<file path="config.mk">
export PLATFORM = sky130hd
export DESIGN_NAME = w5100s_access_arbiter
export DESIGN_NICKNAME = d
export VERILOG_FILES = /design/src/rtl/w5100s_access_arbiter.sv
export SDC_FILE = /design/constraint.sdc
export NUM_CORES = 1
export LEC_CHECK = 0
export ABC_AREA = 1
export CELL_PAD_IN_SITES_DETAIL_PLACEMENT = 0
export CELL_PAD_IN_SITES_GLOBAL_PLACEMENT = 1
export CORE_MARGIN = 10
export CORE_UTILIZATION = 25
export DETAILED_ROUTE_END_ITERATION = 10
export PLACE_DENSITY = 0.86
export SKIP_LAST_GASP = 1
export SYNTH_ARGS = -nofsm -noshare
export SYNTH_HDL_FRONTEND = slang
export SYNTH_SLANG_ARGS = --single-unit
</file>
<file path="constraint.sdc">
create_clock -name clk -period 1.8 [get_ports clk]
set_input_delay 0.36 -clock clk [delete_from_list [all_inputs] [get_ports clk]]
set_output_delay 0.36 -clock clk [all_outputs]
set_load 0.1 [all_outputs]
</file>
<file path="src/rtl/w5100s_access_arbiter.sv">
// Round-robin arbiter that shares one W5100S SPI master between NUM_REQ clients,
// sequencing one single-byte register frame per grant with a timeout watchdog.
module w5100s_access_arbiter #(
    parameter int NUM_REQ        = 4,
    parameter int TIMEOUT_CYCLES = 4096,
    parameter int GUARD_CYCLES   = 2,
    localparam int ID_W          = (NUM_REQ > 1) ? $clog2(NUM_REQ) : 1
) (
    input  logic                  clk,
    input  logic                  rst,
    input  logic [NUM_REQ-1:0]    req,
    input  logic [NUM_REQ-1:0]    req_wr,
    input  logic [16*NUM_REQ-1:0] req_addr,
    input  logic [8*NUM_REQ-1:0]  req_wdata,
    output logic [NUM_REQ-1:0]    ack,
    output logic                  err,
    output logic [7:0]            rdata,
    output logic [ID_W-1:0]       grant_id,
    output logic                  spi_start,
    output logic                  spi_write_read,
    output logic [23:0]           spi_data_in,
    input  logic                  spi_busy,
    input  logic                  spi_data_ready,
    input  logic [7:0]            spi_data_out
);

    localparam int TMO_W = $clog2(TIMEOUT_CYCLES);
    localparam int GRD_W = $clog2(GUARD_CYCLES + 2);

    typedef enum logic [2:0] {
        S_IDLE,
        S_ISSUE,
        S_WAIT_CLR,
        S_WAIT_DONE,
        S_RESP,
        S_GUARD
    } state_t;

    state_t            state, state_nx;
    logic [ID_W-1:0]   ptr;
    logic [ID_W-1:0]   pick;
    logic              pick_vld;
    logic              sel_wr;
    logic [15:0]       sel_addr;
    logic [7:0]        sel_wdata;
    logic [TMO_W-1:0]  tmo_cnt;
    logic [GRD_W-1:0]  grd_cnt;
    logic              err_flag;
    logic              tmo_hit;

    // Search upward from ptr+1 with wrap, so the last winner has lowest priority.
    always_comb begin
        int idx;
        logic [ID_W-1:0] cand;
        idx       = 0;
        cand      = '0;
        pick      = '0;
        pick_vld  = 1'b0;
        sel_wr    = 1'b0;
        sel_addr  = '0;
        sel_wdata = '0;
        for (int k = 1; k <= NUM_REQ; k++) begin
            idx = int'(ptr) + k;
            if (idx >= NUM_REQ) idx = idx - NUM_REQ;
            cand = ID_W'(idx);
            if (!pick_vld && req[cand]) begin
                pick_vld = 1'b1;
                pick     = cand;
            end
        end
        for (int i = 0; i < NUM_REQ; i++) begin
            if (ID_W'(i) == pick) begin
                sel_wr    = req_wr[i];
                sel_addr  = req_addr[16*i +: 16];
                sel_wdata = req_wdata[8*i +: 8];
            end
        end
    end

    // The counter is cleared in ISSUE, so hitting TIMEOUT_CYCLES-2 here puts RESP
    // exactly TIMEOUT_CYCLES cycles after spi_start.
    assign tmo_hit = (tmo_cnt == TMO_W'(TIMEOUT_CYCLES - 2));

    always_comb begin
        state_nx = state;
        case (state)
            S_IDLE:      if (pick_vld && !spi_busy) state_nx = S_ISSUE;
            S_ISSUE:     state_nx = S_WAIT_CLR;
            S_WAIT_CLR:  if (tmo_hit) state_nx = S_RESP;
                         else if (!spi_data_ready) state_nx = S_WAIT_DONE;
            S_WAIT_DONE: if (spi_data_ready || tmo_hit) state_nx = S_RESP;
            S_RESP:      state_nx = S_GUARD;
            S_GUARD:     if (grd_cnt == '0 && !spi_busy) state_nx = S_IDLE;
            default:     state_nx = S_IDLE;
        endcase
    end

    always_ff @(posedge clk) begin
        if (rst) begin
            state          <= S_IDLE;
            ptr            <= ID_W'(NUM_REQ - 1);
            tmo_cnt        <= '0;
            grd_cnt        <= '0;
            err_flag       <= 1'b0;
            rdata          <= '0;
            grant_id       <= '0;
            spi_write_read <= 1'b0;
            spi_data_in    <= '0;
        end else begin
            state <= state_nx;
            case (state)
                S_IDLE: begin
                    if (state_nx == S_ISSUE) begin
                        grant_id       <= pick;
                        ptr            <= pick;
                        spi_write_read <= sel_wr;
                        spi_data_in    <= {sel_addr, sel_wdata};
                    end
                end
                S_ISSUE: begin
                    tmo_cnt  <= '0;
                    err_flag <= 1'b0;
                end
                S_WAIT_CLR, S_WAIT_DONE: begin
                    tmo_cnt <= tmo_cnt + 1'b1;
                    if (state == S_WAIT_DONE && spi_data_ready && !spi_write_read)
                        rdata <= spi_data_out;
                    if (state_nx == S_RESP)
                        err_flag <= !(state == S_WAIT_DONE && spi_data_ready);
                end
                S_RESP: grd_cnt <= GRD_W'(GUARD_CYCLES);
                S_GUARD: if (grd_cnt != '0) grd_cnt <= grd_cnt - 1'b1;
                default: ;
            endcase
        end
    end

    assign spi_start = (state == S_ISSUE);
    assign err       = (state == S_RESP) && err_flag;
    assign ack       = (state == S_RESP) ? ({{(NUM_REQ-1){1'b0}}, 1'b1} << grant_id) : '0;

endmodule

</file>
Word-level counts from Yosys, hierarchy flattened
Cells that the tools add are included.
{ "totals": {"out_inout_bits": 41, "reg_bits": 55, "elab_cells": 111} }
{ "classes": {"shift": 1, "order_cmp": 8, "n_reduce_logical": 26, "n_mux": 44, "eq_ne": 13, "addsub": 10} }
{ "ops": {"columns": ["operator", "n"], "rows": [
  ["2-to-1 mux 16 bit", 4],
  ["2-to-1 mux 8 bit", 4],
  ["case mux 12 bit (2 select lines)", 1],
  ["2-to-1 mux 2 bit", 9],
  ["case mux 3 bit (6 select lines)", 1],
  ["2-to-1 mux 3 bit", 5],
  ["2-to-1 mux 1 bit", 13],
  ["adder 12 x 1 -> 12 bit, second input constant", 1],
  ["equality test 12 bit, second input constant", 1],
  ["< comparator 2 x 3 -> 1 bit, second input constant", 4],
  ["subtractor 2 x 1 -> 2 bit, second input constant", 5],
  ["equality test 3 bit, second input constant", 3],
  ["greater-or-equal comparator 3 bit, second input constant", 3],
  ["binary-select mux 1 bit (select 2 bit)", 4],
  ["logical AND 1 bit", 8],
  ["AND reduction 2 bit", 4],
  ["adder 2 x 2 -> 3 bit, second input constant", 2],
  ["equality test 3 x 1 -> 1 bit, second input constant", 2],
  ["equality test 3 x 2 -> 1 bit, second input constant", 2],
  ["logical NOT 1 bit", 6],
  ["nonzero test 2 bit", 3],
  ["adder 2 x 3 -> 4 bit, second input constant", 1],
  ["equality test 2 bit, first input constant", 2],
  ["greater-or-equal comparator 4 x 3 -> 1 bit, second input constant", 1],
  ["other kinds (11)", 13]
]} }

Logic depth before layout (Yosys ltp)
{ "depth": {"depth_word": 21, "mapped_depth": 17} }

Least setup slack after synthesis
Ideal clock, no wire load.
{ "synth_timing": {"path_type": "register to output", "start": "register grant_id[0]", "end": "output ack[1]", "arrival_ns": 3.228, "stages_incl_launch_ff": 3, "setup_slack_ns": -1.788, "path_cell_list": "dfxtp_1 inv_1 nor3_1"} }
{ "synth_between": {"elab_chain_cells": 2} }
{ "synth_lines": {"columns": ["element", "line", "rtl"], "rows": [
  ["start: declaration", "18", "output logic [ID_W-1:0] grant_id,"],
  ["start signal: assignment", "114", "grant_id <= pick;"],
  ["left shift 1 x 2 -> 4 bit", "140", "assign ack = (state == S_RESP) ? ({{(NUM_REQ-1){1'b0}}, 1'b1} << grant_id) : '0;"],
  ["2-to-1 mux 4 bit", "140", null],
  ["end: declaration", "15", "output logic [NUM_REQ-1:0] ack,"]
]} }
No other way between the ends.

Worst setup path in the final report
{ "layout_timing": {"start": "register ptr[0]", "end": "register spi_data_in[0]"} }
{ "layout_between": {"elab_chain_cells": 20} }
{ "layout_lines": {"columns": ["element", "line", "rtl"], "rows": [
  ["start: declaration", "40", "logic [ID_W-1:0] ptr;"],
  ["start signal: assignment", "101", "ptr <= ID_W'(NUM_REQ - 1);"],
  ["start signal: assignment", "115", "ptr <= pick;"],
  ["adder 2 x 1 -> 3 bit", "63", "idx = int'(ptr) + k;"],
  ["greater-or-equal comparator 3 bit or subtractor 2 x 1 -> 2 bit (tied branches)", "64", "if (idx >= NUM_REQ) idx = idx - NUM_REQ;"],
  ["2-to-1 mux 2 bit", "64", null],
  ["binary-select mux 1 bit (select 2 bit)", "66", "if (!pick_vld && req[cand]) begin"],
  ["2-to-1 mux 1 bit (not written as such)", "66", null],
  ["2-to-1 mux 1 bit", "66", null],
  ["logical NOT 1 bit", "66", null],
  ["logical AND 1 bit", "66", null],
  ["[... 4 more ...]", null, null],
  ["logical NOT 1 bit", "66", null],
  ["logical AND 1 bit", "66", null],
  ["2-to-1 mux 1 bit or 2-to-1 mux 2 bit (tied branches)", "66", null],
  ["logical AND 1 bit or logical NOT 2 bit (tied branches)", "87, 72", null],
  ["2-to-1 mux 3 bit or 2-to-1 mux 8 bit (tied branches)", "87, 72", null],
  ["case mux 3 bit (6 select lines) or 2-to-1 mux 8 bit (tied branches)", "86, 72", null],
  ["equality test 3 x 1 -> 1 bit or 2-to-1 mux 8 bit (tied branches)", "113, 72", null],
  ["AND reduction 2 bit (no source line) or 2-to-1 mux 8 bit (tied branches)", null, null],
  ["end signal: assignment", "117", "spi_data_in <= {sel_addr, sel_wdata};"],
  ["end: declaration", "21", "output logic [23:0] spi_data_in,"]
]} }
Parallel ways exist; a longest one is shown, timed or not. The select of a mux whose other input is x is not followed.
A chain may end at the register's enable or synchronous reset.

==> out/qor.csv <==
stage,metric,value,unit
worst_setup_path,cp-start-kind,flop,
run_status,violations,setup timing,
die,fp.dieArea,19400,um2
routing,vias_per_cell,4.65,
synth,synth_seq_area_share,31.0,%
sta,max_freq,470,MHz
worst_setup_path,startpoint,ptr[0],
cts,cts_tree,built,
worst_setup_path,crit_arrival,2.35,ns
global_route,grt_max_degree,35,
final_layout,layout-drive-gt1-share,27.8,%
placed_design,place_area,6030,um2
synth,synth_area,3550,um2
worst_setup_path,cp_num_cells,15,
flow_run,cap_viol_max_count,0,
synth,ys_types,33,
routing,ant_nets,0,
synth,async_flop_share,0,%
routing,routed_wl,14300,um
worst_setup_path,critPathTopFamily,simple AND/OR/NAND/NOR gates,
sta,worst_pin_slew,0.517,ns
die,coreArea,13900,um2
worst_hold_path,holdPathStages,1,
global_route,antenna_found_initial,0,
synth,synth_top_area_cell,dfxtp_1,
placed_design,place_inst,897,
final_layout,fin_nets,874,
worst_setup_path,reg2reg_slack,-0.33,ns
routing,detailedRoute.firstPassIterationCount,4,
cts,path_clk_slew,0.07,ns
worst_setup_path,r2r_end,spi_data_in[0],
power,total_power,0.0140,W
synth,yosysTopAreaCellShare,31.0,%
run_status,status,"complete, but fails checks",
sta,min_period_over_period,118,%
worst_setup_path,worst-path-buf-inv,4,
die,chipWidth,139,um
die,initial_core_util,25.6,%
cts,root_buffer,clkbuf_16,
final_layout,multiInputGateArea,2420,um2
sta,layout_min_cycle_time,2.13,ns
cts,cts_hold_buf,0,
worst_setup_path,r2r.worst_path.cells,15,
sta,finClkSkew,0.00737,ns
sta,hold_violations,0,
final_layout,antenna_cells,0,
worst_setup_path,cp_max_fo,6,
routing,drt_iter0_drc,137,
worst_setup_path,crit_end,spi_data_in[0],
placed_design,hpwl,10300,um
sta,layout_setup_ws,-0.326,ns
worst_setup_path,critical_path.cell_chain,buf_8 > nand2_2 > nand2_4 > nand2_4 > nand2_4 > nor2_4 > nand4_1 > nand3_4 > buf_6 > buf_12 > buf_16 > nand3_2 > nand3_2 > nand2_1 > a21oi_1,
die,die_height,139,um
power,ir_worst_vdd,1780,uV
worst_setup_path,crit_path_top_delay_cell,dfxtp_4,
final_layout,ff_latch_area,1130,um2
placed_design,finalWeightedCongestion,0.840,
cts,htreeDepth,2,
cts,cts_made_buffers,5,
power,p_per_area,2000,nW/um2
power,p_leak,2.95,nW
final_layout,fillCellCount,1324,
routing,wire_per_inst,15.3,um
synth,ys_seq_elements,55,
sta,holdWs,0.484,ns
synth,synth_ff_type,dfxtp_1,
sta,relSlewSlack,65.3,%
worst_setup_path,crit_top_cell,nand2_4,
synth,avgSynthCellArea,6.36,um2
cts,clkLatencyLatePin,0.30,ns
die,io_pins,157,
worst_setup_path,crit_path_max_incr_delay,0.37,ns
worst_setup_path,required,2.02,ns
final_layout,area_growth,97.3,%
global_route,grt_pass1_vias,4320,
placed_design,io_buffers,156,
die,num_rows,43,
sta,finalSetupViolations,31,
final_layout,fin_cells,936,
routing,drc,0,
synth,synth_area_leaders,"dfxtp_1 31%, nand2_1 15%, nand3_1 11%",
synth,syn-num-nets,678,
worst_setup_path,regToRegStartpoint,ptr[0],
sta,grt_setup_unrepaired,true,
cts,clk_path_buf_depth,2,
global_route,grt_use_total,13.6,%
worst_setup_path,end_kind,flop,
global_route,grt.overflow.total,0,
worst_hold_path,hold_path.class,reg -> reg,
synth,synth-edff-count,0,
final_layout,stdcell_area,7010,um2
cts,cts.sinks,55,
routing,num_vias,4355,
sta,finalMaxSlewViolations,0,
synth,syn-instance-count,559,
global_route,grt_pass1_wl,22200,um
synth,yosys_warnings,0,
worst_setup_path,timing_worst_setup_path_type,reg -> reg,
-- worst register-to-register path: cells and delay by family, from the launching register on --
kind	cells	cell delay, ns
and+or+nand+nor	10	1.00
buffers and inverters	4	0.53
DFF	1	0.37
AOI/OAI and AO/OA	1	0.15
-- how the worst min path moves through the flow --
stage | start | end | slack, ns
5_1_grt | tmo_cnt[11] | tmo_cnt[11] | 0.51
3_3_place_gp | tmo_cnt[11] | tmo_cnt[11] | 0.45
6_report | tmo_cnt[11] | tmo_cnt[11] | 0.48
3_5_place_dp | tmo_cnt[11] | tmo_cnt[11] | 0.47
2_1_floorplan | tmo_cnt[11] | tmo_cnt[11] | 0.44
4_1_cts | tmo_cnt[11] | tmo_cnt[11] | 0.48
-- cell usage in the layout (no fill, tap or decap), types with 10 or more instances in the layout --
cell type,instances
buf_12,51
o21ai_0,21
o21bai_1,20
buf_4,33
nand3b_1,21
dfxtp_1,48
nand2_1,115
a21oi_1,31
inv_1,52
nor2_4,10
clkdlybuf4s50_1,111
nand3_1,57
clkbuf_16,10
nand3_2,21
nor2_1,34
nand2_2,20
-- per-stage QoR --
stage	util (%)	setup WS (ns)	setup TNS, ns
global route	50.5	-0.438	-10.61
finish	50.5	-0.326	-6.55
detailed placement	43.4	-0.605	-14.57
floorplan	-	-0.0562	-0.225
global placement	43.4	-0.545	-13.47
CTS	48.0	-0.247	-5.38
-- synthesized netlist by cell type, types with 2 or more instances --
library cell,count
nor3_1,9
clkbuf_1,13
buf_4,3
nor2_2,6
nand4_1,4
inv_2,4
ha_1,3
a21oi_1,37
inv_1,57
o211ai_1,2
buf_2,12
o21ai_1,5
nand2_2,4
a211oi_1,3
nand2_1,139
o21ai_0,21
o21bai_1,21
dfxtp_1,55
nand3b_1,21
a221oi_1,2
nor2_1,41
a31oi_1,6
nand3_1,78
buf_6,3
nor2_4,2
-- area by class of cell --
cell class / count / area share (%)
inverters: 61 / 3.52
well taps: 180 / 3.21
clock inverters: 2 / 0.232
flip-flops and latches: 55 / 16.1
repair buffers: 220 / 40.3
clock buffers: 6 / 2.14
multi-input cells: 412 / 34.5
-- timing repair --
| action | in CTS | in global routing |
|---|---|---|
| resized for setup | 54 | 54 |
| buffers inserted | 14 | 8 |
| gates cloned | 7 | 4 |
| setup endpoints to repair | 34 | 34 |
| pin swaps | 46 | 40 |
-- cells by family after synthesis --
| group | synth area share [%] |
|---|---|
| fa+ha+maj | 1.06 |
| buf+inv | 11.1 |
| simple gates | 40.0 |
| compound gates | 16.6 |
| xor+xnor | 0.247 |
| flops | 31.0 |
-- metal layers --
metal	global-route usage [%]	vias up	routed length [um]
met1	14.9	1974	5830
met2	22.9	121	6910
met3	6.09	26	1260
met5	0	-	0
met4	4.72	0	339
li1	-	2234	-
-- flip-flops by register name, summed over array words and instances, names as in the netlist --
name            count
spi_data_in        24
tmo_cnt            12
rdata               8
state               3
grant_id            2
grd_cnt             2
ptr                 2
err_flag            1
spi_write_read      1
-- power by group --
part	total, W	leakage (nW)	switching [W]	internal (W)
registers	0.00191	0.452	0.000366	0.00154
clock network	0.00108	0.0786	0.000478	0.000607
logic	0.0110	2.41	0.00595	0.00507
Note: power is estimated with default switching activity, not from simulation.
